**src/rtl/vmem_seq_if.sv**
```systemverilog
// Word-wide memory port between the vector sequencer (master) and the memory (slave).
interface vmem_seq_if #(
  parameter int N = 32
);
  logic         mem_req;
  logic         mem_we;
  logic [N-1:0] mem_addr;
  logic [N-1:0] mem_wdata;
  logic [N-1:0] mem_rdata;
  logic         mem_ack;

  modport master (
    output mem_req, mem_we, mem_addr, mem_wdata,
    input  mem_rdata, mem_ack
  );

  modport slave (
    input  mem_req, mem_we, mem_addr, mem_wdata,
    output mem_rdata, mem_ack
  );
endinterface

```
**src/rtl/vmem_seq.sv**
```systemverilog
// Splits one V-bit vector load/store into BEATS word transfers and stalls the pipeline meanwhile.
// Optional per-beat ack timeout with sticky err: define VMEM_SEQ_TIMEOUT_EN.
module vmem_seq #(
  parameter int V   = 128,
  parameter int N   = 32,
  parameter int TMO = 255
) (
  input  logic             clk,
  input  logic             rst,
  input  logic             memrd_M,
  input  logic             memwr_M,
  input  logic [N-1:0]     addr_M,
  input  logic [V-1:0]     wdata_M,
  output logic [V-1:0]     rdata_M,
  vmem_seq_if.master       mem,
  output logic             stall_F,
  output logic             stall_D,
  output logic             stall_E,
  output logic             stall_M,
  output logic             stall_W,
  output logic             err
);

  localparam int BEATS = V / N;
  localparam int BW    = (BEATS > 1) ? $clog2(BEATS) : 1;

  if (TMO < 1 || TMO > 255 || (V % N) != 0 || BEATS < 1) begin : g_bad_cfg
    $error("vmem_seq: V must be a multiple of N and TMO must fit the 8-bit wait counter");
  end

  typedef enum logic [1:0] {
    IDLE = 2'd0,
    XFER = 2'd1,
    DONE = 2'd2
  } state_e;

  state_e          state_q, state_d;
  logic [BW-1:0]   beat_q, beat_d;
  logic            wr_q, wr_d;
  logic [V-1:0]    rdata_q, rdata_d;
  logic            stall;

`ifdef VMEM_SEQ_TIMEOUT_EN
  logic [7:0]      wait_q, wait_d;
  logic            err_q, err_d;
`endif

  always_ff @(posedge clk or negedge rst) begin
    if (!rst) begin
      state_q <= IDLE;
      beat_q  <= '0;
      wr_q    <= 1'b0;
      rdata_q <= '0;
`ifdef VMEM_SEQ_TIMEOUT_EN
      wait_q  <= '0;
      err_q   <= 1'b0;
`endif
    end else begin
      state_q <= state_d;
      beat_q  <= beat_d;
      wr_q    <= wr_d;
      rdata_q <= rdata_d;
`ifdef VMEM_SEQ_TIMEOUT_EN
      wait_q  <= wait_d;
      err_q   <= err_d;
`endif
    end
  end

  always_comb begin
    state_d = state_q;
    beat_d  = beat_q;
    wr_d    = wr_q;
    rdata_d = rdata_q;
`ifdef VMEM_SEQ_TIMEOUT_EN
    wait_d  = wait_q;
    err_d   = err_q;
`endif
    unique case (state_q)
      IDLE: begin
        if (memrd_M || memwr_M) begin
          state_d = XFER;
          beat_d  = '0;
          wr_d    = !memrd_M;
`ifdef VMEM_SEQ_TIMEOUT_EN
          wait_d  = '0;
`endif
        end
      end
      XFER: begin
        if (mem.mem_ack) begin
          if (!wr_q) begin
            rdata_d[int'(beat_q)*N +: N] = mem.mem_rdata;
          end
          if (beat_q == BW'(BEATS - 1)) begin
            state_d = DONE;
          end else begin
            beat_d = beat_q + 1'b1;
          end
`ifdef VMEM_SEQ_TIMEOUT_EN
          wait_d = '0;
        end else if (wait_q == 8'(TMO - 1)) begin
          // Give up on this beat: lanes not yet captured read back as zero.
          err_d   = 1'b1;
          state_d = DONE;
          wait_d  = '0;
          if (!wr_q) begin
            for (int k = 0; k < BEATS; k++) begin
              if (k >= int'(beat_q)) begin
                rdata_d[k*N +: N] = '0;
              end
            end
          end
        end else begin
          wait_d = wait_q + 8'd1;
`endif
        end
      end
      DONE: begin
        // One-cycle release so a still-asserted request cannot retrigger.
        state_d = IDLE;
        beat_d  = '0;
      end
      default: begin
        state_d = IDLE;
        beat_d  = '0;
      end
    endcase
  end

  always_comb begin
    mem.mem_req   = 1'b0;
    mem.mem_we    = 1'b0;
    mem.mem_addr  = '0;
    mem.mem_wdata = '0;
    stall         = 1'b0;
    unique case (state_q)
      IDLE: begin
        stall = memrd_M || memwr_M;
      end
      XFER: begin
        mem.mem_req   = 1'b1;
        mem.mem_we    = wr_q;
        mem.mem_addr  = addr_M + (N'(beat_q) << 2);
        mem.mem_wdata = wdata_M[int'(beat_q)*N +: N];
        stall         = 1'b1;
      end
      default: begin
        stall = 1'b0;
      end
    endcase
  end

  assign stall_F = stall;
  assign stall_D = stall;
  assign stall_E = stall;
  assign stall_M = stall;
  assign stall_W = stall;
  assign rdata_M = rdata_q;

`ifdef VMEM_SEQ_TIMEOUT_EN
  assign err = err_q;
`else
  assign err = 1'b0;
`endif

endmodule

```
**src/flat_wrapper.sv**
```systemverilog
// flat-port wrapper written by rule: the top's interface ports become plain ports
module vmem_seq_flat 
#(
  parameter int V   = 128,
  parameter int N   = 32,
  parameter int TMO = 255
)
  (clk, rst, memrd_M, memwr_M, addr_M, wdata_M, rdata_M, stall_F, stall_D, stall_E, stall_M, stall_W, err, mem_mem_req, mem_mem_we, mem_mem_addr, mem_mem_wdata, mem_mem_rdata, mem_mem_ack);
  vmem_seq_if #(.N(N)) mem_i ();
  input  logic clk;
  input  logic rst;
  input  logic memrd_M;
  input  logic memwr_M;
  input  logic [N-1:0] addr_M;
  input  logic [V-1:0] wdata_M;
  output logic [V-1:0] rdata_M;
  output logic stall_F;
  output logic stall_D;
  output logic stall_E;
  output logic stall_M;
  output logic stall_W;
  output logic err;
  output wire logic [$bits(mem_i.mem_req)-1:0] mem_mem_req;
  output wire logic [$bits(mem_i.mem_we)-1:0] mem_mem_we;
  output wire logic [$bits(mem_i.mem_addr)-1:0] mem_mem_addr;
  output wire logic [$bits(mem_i.mem_wdata)-1:0] mem_mem_wdata;
  input wire logic [$bits(mem_i.mem_rdata)-1:0] mem_mem_rdata;
  input wire logic [$bits(mem_i.mem_ack)-1:0] mem_mem_ack;
  assign mem_mem_req = mem_i.mem_req;
  assign mem_mem_we = mem_i.mem_we;
  assign mem_mem_addr = mem_i.mem_addr;
  assign mem_mem_wdata = mem_i.mem_wdata;
  assign mem_i.mem_rdata = mem_mem_rdata;
  assign mem_i.mem_ack = mem_mem_ack;
  vmem_seq #(.V(V), .N(N), .TMO(TMO)) u_core (.clk(clk), .rst(rst), .memrd_M(memrd_M), .memwr_M(memwr_M), .addr_M(addr_M), .wdata_M(wdata_M), .rdata_M(rdata_M), .mem(mem_i), .stall_F(stall_F), .stall_D(stall_D), .stall_E(stall_E), .stall_M(stall_M), .stall_W(stall_W), .err(err));
endmodule
```
**config.mk**
```make
export PLATFORM = sky130hd
export DESIGN_NAME = vmem_seq_flat
export DESIGN_NICKNAME = d
export VERILOG_FILES = /design/src/rtl/vmem_seq_if.sv /design/src/rtl/vmem_seq.sv /design/src/flat_wrapper.sv
export SDC_FILE = /design/constraint.sdc
export NUM_CORES = 1
export LEC_CHECK = 0
export ABC_AREA = 1
export BUFFER_PORTS_ARGS = -buffer_cell sky130_fd_sc_hd__clkbuf_2
export CORE_MARGIN = 2
export CORE_UTILIZATION = 29
export DETAILED_ROUTE_END_ITERATION = 8
export GPL_TIMING_DRIVEN = 0
export SKIP_CTS_REPAIR_TIMING = 1
export SYNTH_ARGS = -nofsm -noshare
export SYNTH_HDL_FRONTEND = slang
export SYNTH_SLANG_ARGS = --single-unit
```
**constraint.sdc**
```tcl
create_clock -name clk -period 3.89 [get_ports clk]
set_clock_uncertainty 0.05 [all_clocks]
set_input_delay 0.778 -clock clk [delete_from_list [all_inputs] [get_ports clk]]
set_output_delay 0.778 -clock clk [all_outputs]
set_load 0.1 [all_outputs]
```
=== Word-level counts from Yosys, hierarchy flattened ===
Index checks and enable logic that the tools add are counted.

* Word-level logic and storage cells: 38
* Bits of input ports: 197
* Bits in registers: 133

* Multiplexer cells: 14
* Reductions and logical operators: 7
* Bitwise gates (word level): 1
* Eq/ne operators: 6
* Add/subtract/negate cells: 3
* Shift-type cells: 3

{| class="wikitable"
|+ Operators by type and width
! operator !! number
|-
| bitwise mux 128 bit || 1
|-
| variable shift 32 x 33 -> 128 bit, first input constant || 1
|-
| variable part select 128 x 8 -> 32 bit || 1
|-
| variable part select 32 x 33 -> 128 bit || 1
|-
| two-way mux 32 bit || 2
|-
| negator 7 -> 33 bit || 1
|-
| adder 32 x 4 -> 32 bit || 1
|-
| two-way mux 2 bit || 6
|-
| AND reduction 3 bit || 3
|-
| case mux 2 bit (2 select lines) || 2
|-
| != test 2 x 1 -> 1 bit, second input constant || 2
|-
| != test 2 bit, second input constant || 2
|-
| adder 2 x 1 -> 2 bit, second input constant || 1
|-
| == test 2 x 1 -> 1 bit, second input constant || 1
|-
| == test 2 bit, second input constant || 1
|-
| zero test 2 bit || 1
|-
| two-way mux 1 bit || 2
|-
| case mux 1 bit (2 select lines) || 1
|-
| AND reduction 2 bit || 1
|-
| zero test 1 bit || 1
|-
| logical OR 1 bit || 1
|-
| NOT 1 bit || 1
|}

=== Longest topological paths before layout ===
* Depth after elaboration: 4
* Depth in mapped cells: 10

=== Least setup slack after synthesis ===
No wires, ideal clock.

* Path kind: input-to-output
* Start: input addr_M[2]
* End: output mem_mem_addr[12]
* Setup slack: -0.200 ns
* Stages: 9
* Data required time: 3.062 ns
* Data arrival time: 3.262 ns
* Buffers on the path: 0
* Path through: ha_1 -> fa_1 -> nand2_1 -> nor2_1 -> nand2_1 -> nor2_2 -> nand2_1 -> nand2_1 -> a21oi_1

* Word-level cells in the longest chain between the ends: 2

{| class="wikitable"
|+ RTL lines
! item !! RTL line !! source
|-
| start: declaration || flat_wrapper.sv:14 || <nowiki>input logic [N-1:0] addr_M;</nowiki>
|-
| adder 32 x 4 -> 32 bit || vmem_seq.sv:144 || <nowiki>mem.mem_addr = addr_M + (N'(beat_q) << 2);</nowiki>
|-
| two-way mux 32 bit || vmem_seq.sv:137 || <nowiki>unique case (state_q)</nowiki>
|-
| end: declaration || flat_wrapper.sv:25 || <nowiki>output wire logic [$bits(mem_i.mem_addr)-1:0] mem_mem_addr;</nowiki>
|}

No other way between the ends.

=== Worst setup path after layout ===
* Start: register u_core.beat_q[1]
* End: output mem_mem_addr[17]

* Word-level cells in the longest chain between the ends: 2

{| class="wikitable"
|+ RTL lines
! item !! RTL line !! source
|-
| start: declaration || vmem_seq.sv:38 || <nowiki>logic [BW-1:0] beat_q, beat_d;</nowiki>
|-
| start signal: assignment || vmem_seq.sv:60 || <nowiki>beat_q <= beat_d;</nowiki>
|-
| adder 32 x 4 -> 32 bit || vmem_seq.sv:144 ||
|-
| two-way mux 32 bit || vmem_seq.sv:137 ||
|}

No other way between the ends.

==> out/metrics.cfg <==
[run]
cap_violations=0

[finish]
multiInputGateArea_mm2=0.00397
final_layout_size_suffix_gt1_frac=0.310
n_fill_cell=2905
seqCellArea_mm2=0.00333
area_growth_pct=38.9
layout_common_cells=clkbuf_2 (391), nand2_1 (222), nor2_1 (220), dfrtp_1 (132), o21ai_1 (120)
nets=1778
layout_commonest_cell=clkbuf_2
final_area_mm2=0.0110
diodes=0
final_cells=1926

[placement]
hpwl_um=28000
portBuffers=395
gp_congestion=0.961
postPlaceCellArea_mm2=0.0104
dp_cells=1894

[die]
die_area_mm2=0.0287
start_util=0.295
ioPinCount=397
core_mm2=0.0270
die_h_um=170
row_count=60
die_width_um=170

[clocking]
clk_pin_slew_ns=0.07
cts_tree=built
cts.sinks=133
cts_max_path_buffers=2
insertion_delay_ns=0.42
h-tree-depth=4
cts_root_buffer=clkbuf_16
cts_buffers=17

[logic_synthesis]
yosysTopAreaCell=dfrtp_1
ys_warn_count=0
synth.ff_latch_count=133
netlist.area_leader.share=0.419
synthFlopType=dfrtp_1
ys_seq_area_frac=0.419
avgSynthCellArea_um2=6.87
synth-edff-count=0
synth_area_leaders=dfrtp_1 (42%), nor2_1 (11%), nand2_1 (10%), o21ai_1 (7.6%), nand3_1 (5.1%)
synth-async-reset-ratio=1.00
synth_area_mm2=0.00795
syn_nets=1363
syn_inst=1157
synth_cell_types=26

[route]
vias=9425
routed_wl_um=34200
drtIter0Drc=648
drt-wirelength-per-cell_um=17.8
ant_nets=0
dr.pass1.iters=6
viasPerCell=4.89
drc=0

[global_routing]
grt_usage=0.236
grt_max_degree=96
grt_pass1_vias=9290
grt_first_pass_wirelength_um=52200
grt-ovfl-total=0
antenna_found_initial=0

[power_and_ir_drop]
peakVddDrop_mv=0.717
p_comb_frac=0.662
p_seq_frac=0.170
switching_share=0.645
power.density_mw_per_mm2=921
power.share.clock=0.168
p_int_mw=3.61
power.net_switching_mw=6.55
leakage_nw=6.33
power_mw=10.2

[sta]
worst_slew_pin_slew_ns=0.682
slew_viol_final=0
fin_crit_sh=0.927
max_slew_margin=0.542
setup_viol=0
period_minus_slack_ns=3.60
rsz0062_at_grt=no
hold_viol=0
max_freq_mhz=277
fin_hold_ws_ns=0.214
setup_tns_ns=0

[critical_path]
reg2reg_slack_ns=0.62
crit_required_ns=3.06
critPathMaxFanout=6
startpoint_type=flip-flop
cp-end-kind=primary output
cp.arrival_ns=2.78
reg2reg_from=u_core.beat_q[1]
crit_type=flip-flop to primary output
r2r-end=u_core.rdata_M[73]
worstRegToRegCells=10

[run_status]
status=finished, final reports clean

[hold_path]
hold_path.class=primary input to asynchronous set/reset pin

==> metrics by stage <==
step | worst slack (ns) | util
after floorplan | 0.0129 | -
after global placement | -0.303 | 0.385
after detailed placement | 0.197 | 0.386
after CTS | 0.0263 | 0.409
after global routing | 0.0243 | 0.409
final | 0.285 | 0.409
==> layout make-up <==
cell class              instances  share of cell area
plain buffers                  93              0.0376
clock buffers                  17              0.0385
clock inverters                15              0.0175
inverters                      68              0.0231
multi-input cells             863               0.360
flip-flops and latches        133               0.302
well taps                     341              0.0387
repair buffers                396               0.183
==> power groups by stage <==
stage	combinational [mW]	clock, mW	sequential [mW]
after global routing	7.09	1.80	1.75
after floorplan	4.06	0	3.01
final	6.74	1.71	1.73
after global placement	6.73	0	1.74
after detailed placement	6.75	0	1.75
after CTS	6.76	1.73	1.72
==> synth_stat cells (5+ instances only) <==
library cell / instances
nand2_1: 222
nor2_1: 225
a21oi_1: 47
buf_4: 5
dfrtp_1: 133
clkbuf_1: 35
o21ai_1: 120
nand3_1: 81
nor2_2: 5
ha_1: 8
nand4_1: 62
inv_1: 61
buf_2: 38
o21ai_0: 80
buf_1: 15
inv_2: 5
==> how the worst max path moves through the flow <==
| stage | start | to | slack [ns] | depth (start not counted) |
|---|---|---|---|---|
| 5_1_grt | u_core.beat_q[1] | mem_mem_addr[17] | 0.02 | 10 |
| 3_3_place_gp | rst | u_core.rdata_M[11] | -0.30 | 1 |
| 2_1_floorplan | addr_M[2] | mem_mem_addr[22] | 0.01 | 8 |
| 6_report | u_core.beat_q[1] | mem_mem_addr[17] | 0.29 | 10 |
| 3_5_place_dp | addr_M[2] | mem_mem_addr[14] | 0.20 | 10 |
| 4_1_cts | u_core.beat_q[0] | mem_mem_addr[14] | 0.03 | 9 |
==> registers in the layout (all words and copies together) (netlist names) <==
| register | cells |
|---|---|
| u_core.beat_q | 2 |
| u_core.state_q | 2 |
| u_core.rdata_M | 128 |
| u_core.wr_q | 1 |
==> critical path, stage by stage, from the launching register on <==
cell and delay, ns:
dfrtp_1 0.51, ha_1 0.34, nand2_1 0.05, nand2_1 0.07
nand2_1 0.10, nor2_1 0.44, nand2_1 0.14, nand2_1 0.09
nand2_1 0.05, nor2_1 0.11, clkbuf_2 0.47
==> cells by family after synthesis <==
family                     share of synthesized area
adders and majority gates                     0.0151
other                                       0.000472
AOI/OAI and AO/OA                              0.156
xor gates and xnor gates                     0.00441
buffers and inverters                         0.0844
and+or+nand+nor                                0.320
DFF                                            0.419
==> per-layer routing <==
metal	part of all wire	vias up	track usage
met3	0.070	49	0.0513
li1	-	4652	-
met4	0.024	0	0.0721
met5	0	-	0
met1	0.42	4350	0.297
met2	0.49	374	0.405
Note: power is estimated with default switching activity, not from simulation.
